===== src/rtl/vcd_change_parser.sv =====
// VCD value-change parser: ASCII bytes in, one decoded
// time/scalar/vector event per line out, valid/ready on both sides.
module vcd_change_parser #(
   parameter  int TIME_W = 32,
   parameter  int VEC_W  = 16,
   parameter  int ID_MAX = 4,
   localparam int LEN_W  = $clog2(ID_MAX + 1)
) (
   input  logic                clock,
   input  logic                reset_n,
   input  logic [7:0]          in_data,
   input  logic                in_valid,
   output logic                in_ready,
   output logic                ev_valid,
   input  logic                ev_ready,
   output logic [1:0]          ev_kind,
   output logic [TIME_W-1:0]   ev_time,
   output logic [VEC_W-1:0]    ev_val,
   output logic [VEC_W-1:0]    ev_xz,
   output logic [8*ID_MAX-1:0] ev_id,
   output logic [LEN_W-1:0]    ev_id_len,
   output logic                err
);

   typedef enum logic [2:0] {
      S_IDLE,
      S_TIME,
      S_SID,
      S_VBITS,
      S_VID,
      S_SKIP,
      S_EMIT
   } state_t;

   localparam int CNT_W = $clog2(VEC_W + 2);
   localparam logic [CNT_W-1:0] CNT_SAT  = CNT_W'(VEC_W + 1);
   localparam logic [CNT_W-1:0] CNT_FULL = CNT_W'(VEC_W);
   localparam logic [LEN_W-1:0] LEN_MAX  = LEN_W'(ID_MAX);

   state_t              r_state;
   logic [TIME_W-1:0]   r_time;
   logic [VEC_W-1:0]    r_val;
   logic [VEC_W-1:0]    r_xz;
   logic [8*ID_MAX-1:0] r_id;
   logic [LEN_W-1:0]    r_id_len;
   logic [1:0]          r_kind;
   logic [CNT_W-1:0]    r_cnt;
   logic                r_lerr;
   logic                r_err;
   logic                r_valid;

   logic                w_take;
   logic                w_is_lf;
   logic                w_is_sp;
   logic                w_is_dig;
   logic                w_is_idc;
   logic                w_is_sbit;
   logic                w_is_vbit;
   logic                w_sval;
   logic                w_sxz;
   logic                w_vval;
   logic                w_vxz;
   logic [TIME_W+3:0]   w_t_ext;
   logic [TIME_W+3:0]   w_tnext;
   logic [CNT_W-1:0]    w_cnt_inc;

   assign in_ready  = (r_state != S_EMIT);
   assign ev_valid  = r_valid;
   assign ev_kind   = r_kind;
   assign ev_time   = r_time;
   assign ev_val    = r_val;
   assign ev_xz     = r_xz;
   assign ev_id     = r_id;
   assign ev_id_len = r_id_len;
   assign err       = r_err;

   // CR is dropped before any state sees it
   assign w_take = in_valid & in_ready & (in_data != 8'h0D);

   assign w_is_lf   = (in_data == 8'h0A);
   assign w_is_sp   = (in_data == 8'h20);
   assign w_is_dig  = (in_data >= 8'h30) && (in_data <= 8'h39);
   assign w_is_idc  = (in_data >= 8'h21) && (in_data <= 8'h7E);
   assign w_is_sbit = (in_data == 8'h30) || (in_data == 8'h31) ||
                      (in_data == 8'h78) || (in_data == 8'h58) ||
                      (in_data == 8'h7A) || (in_data == 8'h5A);
   assign w_is_vbit = (in_data == 8'h30) || (in_data == 8'h31) ||
                      (in_data == 8'h78) || (in_data == 8'h7A);
   assign w_sval    = (in_data == 8'h31) || (in_data == 8'h7A) ||
                      (in_data == 8'h5A);
   assign w_sxz     = (in_data == 8'h78) || (in_data == 8'h58) ||
                      (in_data == 8'h7A) || (in_data == 8'h5A);
   assign w_vval    = (in_data == 8'h31) || (in_data == 8'h7A);
   assign w_vxz     = (in_data == 8'h78) || (in_data == 8'h7A);

   // time*10 + digit with 4 guard bits to catch wrap
   assign w_t_ext = {4'b0000, r_time};
   assign w_tnext = (w_t_ext << 3) + (w_t_ext << 1) +
                    {{TIME_W{1'b0}}, in_data[3:0]};

   assign w_cnt_inc = (r_cnt == CNT_SAT) ? r_cnt : r_cnt + CNT_W'(1);

   // line FSM: builds the event fields in place, holds them in EMIT
   always_ff @(posedge clock) begin
      if (!reset_n) begin
         r_state  <= S_IDLE;
         r_time   <= '0;
         r_val    <= '0;
         r_xz     <= '0;
         r_id     <= '0;
         r_id_len <= '0;
         r_kind   <= '0;
         r_cnt    <= '0;
         r_lerr   <= 1'b0;
         r_err    <= 1'b0;
         r_valid  <= 1'b0;
      end else begin
         r_err <= 1'b0;
         case (r_state)
            S_IDLE: begin
               if (w_take) begin
                  if (in_data == 8'h23) begin
                     r_state <= S_TIME;
                     r_time  <= '0;
                     r_cnt   <= '0;
                     r_lerr  <= 1'b0;
                  end else if (w_is_sbit) begin
                     r_state  <= S_SID;
                     r_val    <= {{(VEC_W-1){1'b0}}, w_sval};
                     r_xz     <= {{(VEC_W-1){1'b0}}, w_sxz};
                     r_id     <= '0;
                     r_id_len <= '0;
                     r_lerr   <= 1'b0;
                  end else if (in_data == 8'h62 || in_data == 8'h42) begin
                     r_state  <= S_VBITS;
                     r_val    <= '0;
                     r_xz     <= '0;
                     r_id     <= '0;
                     r_id_len <= '0;
                     r_cnt    <= '0;
                     r_lerr   <= 1'b0;
                  end else if (in_data == 8'h24) begin
                     r_state <= S_SKIP;
                  end else if (!w_is_lf) begin
                     r_state <= S_SKIP;
                     r_err   <= 1'b1;
                  end
               end
            end
            S_TIME: begin
               if (w_take) begin
                  if (w_is_dig) begin
                     r_time <= w_tnext[TIME_W-1:0];
                     r_cnt  <= w_cnt_inc;
                     if (|w_tnext[TIME_W+3:TIME_W]) r_lerr <= 1'b1;
                  end else if (w_is_lf) begin
                     if (r_cnt == '0 || r_lerr) begin
                        r_state <= S_IDLE;
                        r_err   <= 1'b1;
                     end else begin
                        r_state <= S_EMIT;
                        r_valid <= 1'b1;
                        r_kind  <= 2'd0;
                     end
                  end else begin
                     r_state <= S_SKIP;
                     r_err   <= 1'b1;
                  end
               end
            end
            S_VBITS: begin
               if (w_take) begin
                  if (w_is_vbit) begin
                     r_val <= {r_val[VEC_W-2:0], w_vval};
                     r_xz  <= {r_xz[VEC_W-2:0], w_vxz};
                     r_cnt <= w_cnt_inc;
                     if (r_cnt >= CNT_FULL) r_lerr <= 1'b1;
                  end else if (w_is_sp && r_cnt != '0) begin
                     r_state <= S_VID;
                  end else if (w_is_lf) begin
                     r_state <= S_IDLE;
                     r_err   <= 1'b1;
                  end else begin
                     r_state <= S_SKIP;
                     r_err   <= 1'b1;
                  end
               end
            end
            S_SID, S_VID: begin
               if (w_take) begin
                  if (w_is_idc) begin
                     if (r_id_len < LEN_MAX) begin
                        for (int i = 0; i < ID_MAX; i++) begin
                           if (r_id_len == LEN_W'(i)) r_id[i*8 +: 8] <= in_data;
                        end
                        r_id_len <= r_id_len + LEN_W'(1);
                     end else begin
                        r_lerr <= 1'b1;
                     end
                  end else if (w_is_lf) begin
                     if (r_id_len == '0 || r_lerr) begin
                        r_state <= S_IDLE;
                        r_err   <= 1'b1;
                     end else begin
                        r_state <= S_EMIT;
                        r_valid <= 1'b1;
                        r_kind  <= (r_state == S_VID) ? 2'd2 : 2'd1;
                     end
                  end else begin
                     r_state <= S_SKIP;
                     r_err   <= 1'b1;
                  end
               end
            end
            S_SKIP: begin
               if (w_take && w_is_lf) r_state <= S_IDLE;
            end
            S_EMIT: begin
               if (ev_ready) begin
                  r_state <= S_IDLE;
                  r_valid <= 1'b0;
               end
            end
            default: r_state <= S_IDLE;
         endcase
      end
   end

endmodule


===== config.mk =====
export PLATFORM = sky130hd
export DESIGN_NAME = vcd_change_parser
export DESIGN_NICKNAME = d
export VERILOG_FILES = /design/src/rtl/vcd_change_parser.sv
export SDC_FILE = /design/constraint.sdc
export NUM_CORES = 1
export LEC_CHECK = 0
export ABC_AREA = 0
export CAP_MARGIN = 20
export CORE_UTILIZATION = 46
export CTS_CLUSTER_SIZE = 10
export DETAILED_ROUTE_END_ITERATION = 10
export GPL_ROUTABILITY_DRIVEN = 0
export PLACE_DENSITY = 0.81
export SLEW_MARGIN = 10
export SYNTH_ARGS = -nofsm -noshare
export SYNTH_HDL_FRONTEND = slang
export SYNTH_SLANG_ARGS = --single-unit
export TNS_END_PERCENT = 1

===== constraint.sdc =====
create_clock -name clock -period 5.15 [get_ports clock]
set_input_delay 1.2875 -clock clock [delete_from_list [all_inputs] [get_ports clock]]
set_output_delay 1.2875 -clock clock [all_outputs]
set_load 0.005 [all_outputs]

After elaboration in Yosys (flattened, before gate mapping)
Cells that the tools add are included.
{"block": "word_totals", "inputBits": 12, "wordCells": 246, "output_inout_bits": 104, "mem_count": 0, "regBits": 112, "latchBits": 0, "romBits": 0, "ram_bits": 0}
{"block": "op_classes", "div_mod_pow": 0, "addsub": 4, "eq_ne": 55, "mul": 0, "bitwise": 2, "mux": 121, "n_reduce_logical": 44, "magnitude_cmp": 6, "shifts": 0}
{"operator": "two-way mux 32 bit", "count": 11}
{"operator": "two-way mux 16 bit", "count": 11}
{"operator": "case mux 32 bit (2 select lines)", "count": 2}
{"operator": "two-way mux 3 bit", "count": 27}
{"operator": "case mux 16 bit (2 select lines)", "count": 2}
{"operator": "!= test 2 bit (second input constant)", "count": 26}
{"operator": "equality test 8 x 7 -> 1 bit (second input constant)", "count": 6}
{"operator": "two-way mux 5 bit", "count": 9}
{"operator": "equality test 8 x 6 -> 1 bit (second input constant)", "count": 5}
{"operator": "AND reduction 8 bit", "count": 5}
{"operator": "two-way mux 1 bit", "count": 39}
{"operator": "adder 35 x 33 -> 36 bit", "count": 1}
{"operator": "adder 36 x 4 -> 36 bit", "count": 1}
{"operator": "two-way mux 8 bit", "count": 4}
{"operator": "AND reduction 10 bit", "count": 2}
{"operator": "two-way mux 2 bit", "count": 9}
{"operator": "case mux 3 bit (6 select lines)", "count": 1}
{"operator": ">= comparator 8 x 6 -> 1 bit (second input constant)", "count": 2}
{"operator": "logical OR 1 bit", "count": 15}
{"operator": "case mux 5 bit (3 select lines)", "count": 1}
{"operator": "equality test 3 x 2 -> 1 bit (second input constant)", "count": 4}
{"operator": "!= test 3 bit (second input constant)", "count": 4}
{"operator": "AND reduction 12 bit", "count": 1}
{"operator": "equality test 3 bit (second input constant)", "count": 3}
{"operator": "30 further kinds", "count": 41}

Logic depth before layout (Yosys ltp)
Gate-level depths: netlist of run 1.
{"block": "logic_depth", "word_depth": 10, "depth_mapped": 15, "mapped_depth_nobuf": 14}

Worst setup path before layout of run 1
OpenSTA, ideal clock, no wires.
{"block": "synth_timing", "path_kind": "input -> register", "startpoint": "input port in_data[3]", "endpoint": "register r_lerr", "path_stages": 14, "required_ns": 5.027, "setup_time_ns": 0.123, "arrival_time_ns": 3.996, "setup_slack_ns": 1.032, "cell_sequence": "buf_2 inv_1 fa_1 fa_1 nor2b_1 o31ai_1 a211oi_1 o21ai_1 a21oi_2 a2111oi_4 xnor2_1 nor3_1 a31oi_1 mux2i_1"}
{"block": "synth_via", "elab_chain_cells": 10, "word_cells_on_any_way": 40}
{"element": "start, declared", "line_no": "11", "rtl": "input logic [7:0] in_data,"}
{"element": "parallel branches: the longest is 10 deep, another holds adder 36 x 4 -> 36 bit"}
{"element": "end signal, assigned", "line_no": "126", "rtl": "r_lerr <= 1'b0;"}
{"element": "end signal, assigned", "line_no": "133", "rtl": "r_lerr <= 1'b0;"}
{"element": "end signal, assigned", "line_no": "141", "rtl": "r_lerr <= 1'b0;"}
{"element": "end, declared", "line_no": "48", "rtl": "logic r_lerr;"}
Parallel ways; which one is timed is not known. The select of a mux whose other input is x is not followed.
A chain may end at the register's enable or synchronous reset.

Final worst setup path of run 1
{"block": "layout_timing", "startpoint": "input port in_data[3]", "endpoint": "register r_time[30] (netlist: ev_time[30])"}
{"block": "layout_via", "elab_chain_cells": 4, "word_cells_on_any_way": 15}
{"element": "adder 36 x 4 -> 36 bit, or another cell as far along", "line_no": "98", "rtl": "assign w_tnext = (w_t_ext << 3) + (w_t_ext << 1) +"}
{"element": "two-way mux 32 bit, or another cell as far along", "line_no": "152", "rtl": "if (w_is_dig) begin"}
{"element": "two-way mux 32 bit / != test 2 bit (equally long branches)"}
{"element": "case mux 32 bit (2 select lines) / AND reduction 5 bit (equally long branches)"}
{"element": "end signal, assigned", "line_no": "153", "rtl": "r_time <= w_tnext[TIME_W-1:0];"}
{"element": "end, declared", "line_no": "41", "rtl": "logic [TIME_W-1:0] r_time;"}
Parallel ways exist; a longest one is shown, timed or not. The select of a mux whose other input is x is not followed.

==> results_dict.tcl, run 1 <==
set metrics [dict create \
    synth_edf_count 0 \
    setup_viol 0 \
    rows 45 \
    timing.final.ws_setup_ns 0.655 \
    rsz0062_at_grt "false" \
    async_flop_share 0 \
    antenna_found_initial 0 \
    critPathMaxFanout 6 \
    slew_headroom 0.310 \
    grt_max_degree 60 \
    cpPeakStageDelay_ns 0.54 \
    ant_nets 0 \
    dp_hpwl_um 13400 \
    via_count 6642 \
    layout.nets 1026 \
    slew_violations 0 \
    core_um2 15300 \
    synth_area_leader_cell "dfxtp_1" \
    p_leak_nw 3.42 \
    hp-class "reg -> reg" \
    syn_inst 853 \
    avgSynthCellArea_um2 8.50 \
    totalWireLength_um 18600 \
    grt_pass1_vias 6144 \
    clock-sinks 112 \
    die_w_um 128 \
    placedCellCount 1141 \
    final_cells 1157 \
    cts_resized 0 \
    postCtsSetupBuffers 0 \
    synth_top_area_share 0.309 \
    io_buffers 115 \
    critPathRequiredTime_ns 5.41 \
    cts_tree "yes" \
    clk_pin_slew_ns 0.08 \
    nFillCells 1428 \
    multi_input_comb_area_um2 4740 \
    cts_buffers 9 \
    ir_drop_mv 0.172 \
    drv_cap 0 \
    wl_per_cell_um 16.1 \
    synth_top_flop_cell "dfxtp_1" \
    via_per_inst 5.74 \
    dieArea_um2 16300 \
    finalPower_mw 2.08 \
    netlist_area_um2 7250 \
    ys_top_cells_by_area "dfxtp_1 (31%), ha_1 (12%), nor2b_1 (6.0%), mux2i_1 (4.6%), nand2_1 (3.9%)" \
    fin_crit_sh 0.873 \
    areaGrowthSynthToFinish_pct 21.7 \
    setup.worst_path.end_class "register" \
    postCtsHoldBufs 0 \
    worstPathArrival_ns 4.76 \
    worst_slew_pin_slew_ns 1.03 \
    drtPass1Iterations 5 \
    diodes 0 \
    drt_iter0_drc 538 \
    overflow 0 \
    clock_latency_ns 0.37 \
    finalHoldViolations 0 \
    drive_gt1_frac 0.0550 \
    fmax_mhz 222 \
    start_util 0.474 \
    yosys.cell_types.count 73 \
    seq_area_um2 2240 \
    preCtsSetupSlack_ns 0.302 \
    skew_ns 0.0119 \
    powerDensity_nw_per_um2 236 \
    htreeDepth 3 \
    cp_cell_sequence "clkdlybuf4s50_1, inv_1, fa_1, fa_1, nor2b_1, o31ai_1, a211oi_1, o21ai_1, a21oi_2, o211ai_1, a21oi_1, o21ai_0, a32oi_1, nor2b_1" \
    grt.total_usage 0.230 \
    startpoint_type "input port" \
    status "finished clean" \
    grt_pass1_wl_um 30200 \
    worstSetupPathType "in -> reg" \
    crit_slowest_cell "fa_1" \
    min_period_ns 4.50 \
    drc 0 \
    die_h_um 128 \
    io-pin-count 116 \
    syn_nets 938 \
    cts_root_buf "clkbuf_16" \
    yosys_register_bits 112 \
    ys.warnings.count 0 \
    fin_tns_setup_ns 0 \
    yosysSeqAreaShare 0.309 \
    cts_buffer_depth 2 \
]
## report_power, final
group | leakage [nW] | total (mW) | switching, mW | internal (mW)
Clock | 0.143 | 0.715 | 0.370 | 0.345
Sequential | 0.903 | 0.938 | 0.0524 | 0.886
Combinational | 2.37 | 0.427 | 0.258 | 0.169
Total | 3.42 | 2.08 | 0.681 | 1.40
## flip-flops by register name, summed over array words and instances, names as in the netlist, 2 cells and up
| register | count |
|---|---|
| r_cnt | 5 |
| ev_id_len | 3 |
| ev_val | 16 |
| r_state | 3 |
| ev_xz | 16 |
| ev_id | 32 |
| ev_time | 32 |
| ev_kind | 2 |
## placed cells by master, fill, tap and decap left out, drive strengths merged, types with 16 or more instances in the layout
cell / instances
dfxtp: 112
nand3: 55
mux2i: 33
ha: 71
a21oi: 42
nor2b: 69
o21ai: 36
a21boi: 36
nor2: 47
nand2: 77
clkdlybuf4s50: 114
nor3: 16
a22oi: 23
inv: 23
## metrics by stage
stage | instance area [µm²] | hold WS, ns | utilization
after global routing | 8830 | 0.470 | 0.577
after detailed placement | 8530 | 0.430 | 0.557
after floorplan | 7250 | 0.426 | -
final | 8830 | 0.438 | 0.577
after CTS | 8830 | 0.441 | 0.577
after global placement | 8530 | 0.420 | 0.557
## logic make-up (layout without fill, tap and decap cells)
kind of cell / after synthesis / after routing / share of synthesized area
fa+ha+maj: 73 / 73 / 0.128
mux: 33 / 33 / 0.0455
xor+xnor: 24 / 24 / 0.0290
compound gates: 217 / 217 / 0.210
buf+inv: 66 / 159 / 0.0378
flops: 112 / 112 / 0.309
simple gates: 328 / 328 / 0.240
## worst max-delay path, delay by kind of cell
kind            cells  cell delay (ns)
compound gates      8             1.62
buf+inv             2             0.61
fa+ha+maj           2             1.01
simple gates        2             0.24
## cells in the mapped netlist, drive strengths merged (5+ instances only)
cell type and number:
a21o 12, a31oi 6, mux2i 33, nand2 77, xnor2 15, a21boi 36
nand3 55, buf 12, inv 19, nand4 9, o21ai 36, a211oi 9
dfxtp 112, nand2b 7, nor2 47, a21oi 42, or2 5, nor3 16
o21a 8, clkbuf 35, a22oi 23, nor2b 69, xor2 9, ha 71
and2 14, or3 6, o211ai 6, and3 5, a32oi 6
## routing by layer
| metal | vias to the layer above | share of wire | global-route usage |
|---|---|---|---|
| met2 | 213 | 0.47 | 0.381 |
| met1 | 3149 | 0.44 | 0.292 |
| met4 | 0 | 0.019 | 0.0796 |
| met3 | 25 | 0.070 | 0.0557 |
| li1 | 3255 | - | - |
| met5 | - | 0 | 0 |
## cell type report
cell class / count / area share
clock inverter: 7 / 0.00822
timing repair buffer: 124 / 0.137
inverter: 19 / 0.00808
multi-input combinational: 675 / 0.537
tap: 211 / 0.0299
sequential: 112 / 0.254
clock buffer: 9 / 0.0255
## worst paths after layout
path                               to  cells after the start               startpoint  slack (ns)
min reg2reg    ev_id[15]$_SDFFE_PN0P_                      2   ev_id[15]$_SDFFE_PN0P_        0.44
max          ev_time[30]$_SDFFE_PN0P_                     14               in_data[3]        0.65
min            ev_id[15]$_SDFFE_PN0P_                      2   ev_id[15]$_SDFFE_PN0P_        0.44
max reg2reg    ev_id[20]$_SDFFE_PN0P_                      7  r_state[1]$_SDFFE_PN0P_        1.68
(Power assumes the default switching activity.)
==> run 2: changes to the inputs <==
--- a/config.mk
+++ b/config.mk
@@ -5,13 +5,14 @@
 export SDC_FILE = /design/constraint.sdc
 export NUM_CORES = 1
 export LEC_CHECK = 0
-export ABC_AREA = 0
+export ABC_AREA = 1
 export CAP_MARGIN = 20
 export CORE_UTILIZATION = 46
 export CTS_CLUSTER_SIZE = 10
 export DETAILED_ROUTE_END_ITERATION = 10
 export GPL_ROUTABILITY_DRIVEN = 0
 export PLACE_DENSITY = 0.81
+export SETUP_SLACK_MARGIN = 0.1
 export SLEW_MARGIN = 10
 export SYNTH_ARGS = -nofsm -noshare
 export SYNTH_HDL_FRONTEND = slang
==> results_dict.tcl, run 2 <==
set metrics [dict create \
    dp_hpwl_um 14900 \
    timing.final.ws_setup_ns 1.30 \
    rows 47 \
    antenna_found_initial 0 \
    finalHoldViolations 0 \
    critPathRequiredTime_ns 5.39 \
    powerDensity_nw_per_um2 305 \
    grt.total_usage 0.230 \
    dieArea_um2 17300 \
    slew_violations 0 \
    synth_xor_area_frac 0.00453 \
    drive_gt1_frac 0.0634 \
    setup_viol 0 \
    ant_nets 0 \
    r2r_end "ev_time[30]$_SDFFE_PN0P_" \
    yosys.cell_types.count 48 \
    synth_common_cells "nand2_1 (334), inv_1 (127), nor2_1 (119)" \
    synth-compound-area-share 0.128 \
    layout.nets 1358 \
    min_from "ev_id[23]$_SDFFE_PN0P_" \
    status "finished clean" \
    min_period_ns 3.85 \
    clock-sinks 112 \
    synth_area_leader_cell "dfxtp_1" \
    wl_per_cell_um 13.1 \
    final_cell_mix "nand2_1 (334), inv_1 (127), nor2_1 (119)" \
    diodes 0 \
    yosysMostFrequentCell "nand2_1" \
    io-pin-count 116 \
    yosys-mux-area-fraction 0 \
    synthSimpleGateAreaFrac 0.368 \
    finalPower_mw 2.85 \
    grt_pass1_wl_um 33300 \
    drt_iter0_drc 643 \
    yosysSeqAreaShare 0.290 \
    worst_slew_pin_slew_ns 0.960 \
    rrSetupSlack_ns 2.38 \
    synth_edf_count 0 \
    whs_path_depth 2 \
    hp-class "reg -> reg" \
    areaGrowthSynthToFinish_pct 20.9 \
    start_util 0.469 \
    r2r_cells 17 \
    cts_buffers 9 \
    drc 0 \
    die_h_um 132 \
    clk_pin_slew_ns 0.08 \
    postCtsHoldBufs 0 \
    skew_ns 0.0112 \
    slew_headroom 0.359 \
    preCtsSetupSlack_ns 0.950 \
    fmax_mhz 260 \
    grt_pass1_vias 7152 \
    setup.worst_path.end_class "register" \
    grt_max_degree 65 \
    p_leak_nw 4.33 \
    synth_top_family_by_area "simple AND/OR/NAND/NOR gates" \
    core_um2 16500 \
    totalWireLength_um 19700 \
    syn_nets 1256 \
    nFillCells 1604 \
    cts_resized 0 \
    holdPathEnd "ev_id[23]$_SDFFE_PN0P_" \
    drtPass1Iterations 5 \
    netlist_area_um2 7730 \
    io_buffers 115 \
    yosys_register_bits 112 \
    avgSynthCellArea_um2 6.60 \
    layout_commonest_cell "nand2_1" \
    fin_tns_setup_ns 0 \
    clock_latency_ns 0.37 \
    via_count 7814 \
    async_flop_share 0 \
    startpoint_type "input port" \
    via_per_inst 5.22 \
    die_w_um 132 \
    worstPathArrival_ns 4.08 \
    synth_top_flop_cell "dfxtp_1" \
    r2r-start "ev_time[0]$_SDFFE_PN0P_" \
    rsz0062_at_grt "false" \
    worstSetupPathType "in -> reg" \
    ys.warnings.count 0 \
    fin_crit_sh 0.747 \
    postCtsSetupBuffers 0 \
    htreeDepth 3 \
    drv_cap 0 \
    synth_top_area_share 0.290 \
    cts_tree "yes" \
    synth_fa_ha_area_frac 0.120 \
    overflow 0 \
    cts_root_buf "clkbuf_16" \
    critPathMaxFanout 6 \
    ys_top_cells_by_area "dfxtp_1 (29%), nand2_1 (16%), ha_1 (11%), a21oi_1 (7.3%), inv_1 (6.2%)" \
    cts_buffer_depth 2 \
    syn_inst 1171 \
    ir_drop_mv 0.219 \
]
## run 2: per-layer routing
layer	share of wire	vias up	GRT usage
met3	0.057	26	0.0313
met5	0	-	0
met4	0.018	0	0.0807
li1	-	4015	-
met1	0.48	3520	0.314
met2	0.45	253	0.369
## run 2: per-stage QoR
step / cells / util / hold slack [ns] / area (µm²)
after floorplan: 1171 / - / 0.434 / 7730
after global placement: 1482 / 0.549 / 0.432 / 9040
after detailed placement: 1482 / 0.549 / 0.430 / 9040
after CTS: 1498 / 0.567 / 0.444 / 9340
after global routing: 1498 / 0.567 / 0.478 / 9340
final: 1498 / 0.567 / 0.443 / 9340
## run 2: how the worst max path moves through the flow
stage | start | to | slack [ns] | depth (start not counted)
final | in_data[3] | ev_time[30]$_SDFFE_PN0P_ | 1.30 | 18
after global routing | in_data[3] | r_lerr$_SDFFE_PN0P_ | 1.05 | 20
after CTS | in_data[3] | r_lerr$_SDFFE_PN0P_ | 1.34 | 18
after detailed placement | in_data[3] | r_lerr$_SDFFE_PN0P_ | 0.95 | 18
after global placement | in_data[3] | r_lerr$_SDFFE_PN0P_ | 1.02 | 18
after floorplan | in_data[3] | r_lerr$_SDFFE_PN0P_ | 1.75 | 17
## run 2: logic make-up (layout without fill, tap and decap cells)
kind of cell,count (synthesis),in the layout
AND/OR/NAND/NOR,627,627
flip-flops,112,112
AO/OA/AOI/OAI,185,185
XOR/XNOR,4,4
adder cells (fa/ha/maj),73,73
buffers and inverters,170,277
## run 2: layout make-up
cell class              count  area [µm²]  area share
clock inverters             7        82.6     0.00884
well taps                 220         275      0.0295
flip-flops and latches    112        2240       0.240
multi-input cells         889        4800       0.514
clock buffers               9         225      0.0241
inverters                 141         532      0.0569
repair buffers            120        1190       0.127
## run 2: where the power goes
part           internal, mW  switching (mW)  leakage (nW)
Clock                 0.349           0.376         0.147
Sequential            0.950          0.0610         0.907
Combinational         0.396           0.720          3.27
## run 2: critical path: stages
cell,delay [ns]
clkdlybuf4s50_1,0.52
inv_2,0.10
fa_1,0.53
fa_1,0.43
inv_1,0.09
nand2_1,0.07
nand2_1,0.08
nand3_1,0.09
nand2_1,0.12
nand2_1,0.06
nand2_1,0.16
nand3_1,0.09
nand2_1,0.10
nand2_1,0.07
nand3_1,0.07
nand2_1,0.06
nand3_1,0.07
a21oi_1,0.06
==> run 3: changes to the inputs <==
==> constraint.sdc (replaced) <==
create_clock -name clock -period 3.7 [get_ports clock]
set_input_delay 0.925 -clock clock [delete_from_list [all_inputs] [get_ports clock]]
set_output_delay 0.925 -clock clock [all_outputs]
set_load 0.005 [all_outputs]
==> results_dict.tcl, run 3 (synthesis results as in run 2) <==
set metrics [dict create \
    layout_commonest_cell "nand2_1" \
    slew_violations 0 \
    cts_root_buf "clkbuf_16" \
    path_common_cell "nand2_1" \
    via_per_inst 5.25 \
    critPathRequiredTime_ns 3.96 \
    via_count 7943 \
    clk_pin_slew_ns 0.08 \
    overflow 0 \
    postCtsHoldBufs 0 \
    cts_tree "yes" \
    cp_top_family "simple AND/OR/NAND/NOR gates" \
    clock_latency_ns 0.37 \
    setup_viol 0 \
    drc 0 \
    cts_resized 0 \
    ant_nets 0 \
    min_from "ev_id[15]$_SDFFE_PN0P_" \
    whs_path_depth 2 \
    areaGrowthSynthToFinish_pct 22.9 \
    skew_ns 0.0103 \
    r2r_end "r_lerr$_SDFFE_PN0P_" \
    grt.total_usage 0.235 \
    die_h_um 132 \
    ir_drop_mv 0.361 \
    io-pin-count 116 \
    postCtsSetupBuffers 0 \
    crit_buf_inv 3 \
    drive_gt1_frac 0.0750 \
    cp_cell_sequence "clkdlybuf4s50_1, inv_2, fa_1, fa_1, inv_1, nand2_1, nand2_1, nand3_1, nand2_1, nand2_1, nand2_2, nand2_1, nand3_1, nand2_1, nor2_1, nand2_1, a21oi_1, nor2_1" \
    dpl_cell_area_um2 9170 \
    grt_pass1_wl_um 33700 \
    r2r-start "ev_time[2]$_SDFFE_PN0P_" \
    status "finished clean" \
    rrSetupSlack_ns 1.00 \
    grt_pass1_vias 7088 \
    final_cells 1513 \
    slew_headroom 0.670 \
    diodes 0 \
    cts_buffers 9 \
    wl_per_cell_um 13.6 \
    startpoint_type "input port" \
    die_w_um 132 \
    p_leak_nw 4.42 \
    fmax_mhz 298 \
    fin_crit_sh 0.906 \
    antenna_found_initial 0 \
    critPathMaxFanout 5 \
    r2r_cells 17 \
    cpPeakStageDelay_ns 0.52 \
    hold-worst-slack_ns 0.440 \
    finalHoldViolations 0 \
    grt_max_degree 65 \
    min_period_ns 3.35 \
    final_cell_mix "nand2_1 (333), inv_1 (127), nor2_1 (119)" \
    totalWireLength_um 20500 \
    core_um2 16500 \
    nFillCells 1569 \
    fin_tns_setup_ns 0 \
    crit_slowest_cell "fa_1" \
    drt_iter0_drc 770 \
    powerDensity_nw_per_um2 425 \
    cp.depth 18 \
    finalPower_mw 4.04 \
    rows 47 \
    placedCellCount 1497 \
    hp-class "reg -> reg" \
    rsz0062_at_grt "false" \
    drtPass1Iterations 5 \
    clock-sinks 112 \
    cts_buffer_depth 2 \
    worstPathArrival_ns 3.62 \
    holdPathEnd "ev_id[15]$_SDFFE_PN0P_" \
    dp_hpwl_um 15400 \
    htreeDepth 3 \
    worstSetupPathType "in -> reg" \
    drv_cap 0 \
    final_cell_area_um2 9500 \
    worst_slew_pin_slew_ns 0.495 \
    io_buffers 115 \
    setup.worst_path.end_class "register" \
    dieArea_um2 17300 \
    start_util 0.469 \
    layout.nets 1373 \
]
[run 3: final cells by class]
class / instances / area, µm² / share of cell area
Clock buffer: 9 / 225 / 0.0237
Clock inverter: 7 / 93.8 / 0.00988
Inverter: 141 / 532 / 0.0560
Multi-Input combinational cell: 889 / 4800 / 0.506
Sequential cell: 112 / 2240 / 0.236
Tap cell: 220 / 275 / 0.0290
Timing Repair Buffer: 135 / 1330 / 0.140
[run 3: worst reg2reg max path, delay by kind of cell (launching register included)]
kind            cells  cell delay (ns)
flops               1             0.42
simple gates       12             1.00
buf+inv             2             0.17
fa+ha+maj           2             0.91
compound gates      1             0.12
[run 3: worst max path at each step]
stage                     from                  end  slack [ns]
floorplan           in_data[3]  r_lerr$_SDFFE_PN0P_        0.66
global placement    in_data[3]  r_lerr$_SDFFE_PN0P_       0.007
detailed placement  in_data[3]  r_lerr$_SDFFE_PN0P_       -0.08
CTS                 in_data[3]  r_lerr$_SDFFE_PN0P_        0.31
global route        in_data[3]  r_lerr$_SDFFE_PN0P_        0.09
finish              in_data[3]  r_lerr$_SDFFE_PN0P_        0.35
[run 3: per-layer routing]
layer / wire [µm] / up-vias / global-route usage
met5: 0 / - / 0
met2: 9480 / 241 / 0.385
met1: 9620 / 3615 / 0.320
met4: 350 / 0 / 0.0743
li1: - / 4051 / -
met3: 1060 / 36 / 0.0293
[run 3: report_power, final]
group / total [mW] / internal, mW / switching, mW
registers: 1.41 / 1.32 / 0.0840
logic: 1.60 / 0.570 / 1.03
clock network: 1.03 / 0.491 / 0.541
[run 3: stage by stage]
step	utilization	worst slack, ns
floorplan	-	0.663
global placement	0.557	0.00703
detailed placement	0.557	-0.0751
CTS	0.577	0.306
global route	0.577	0.0935
finish	0.577	0.347
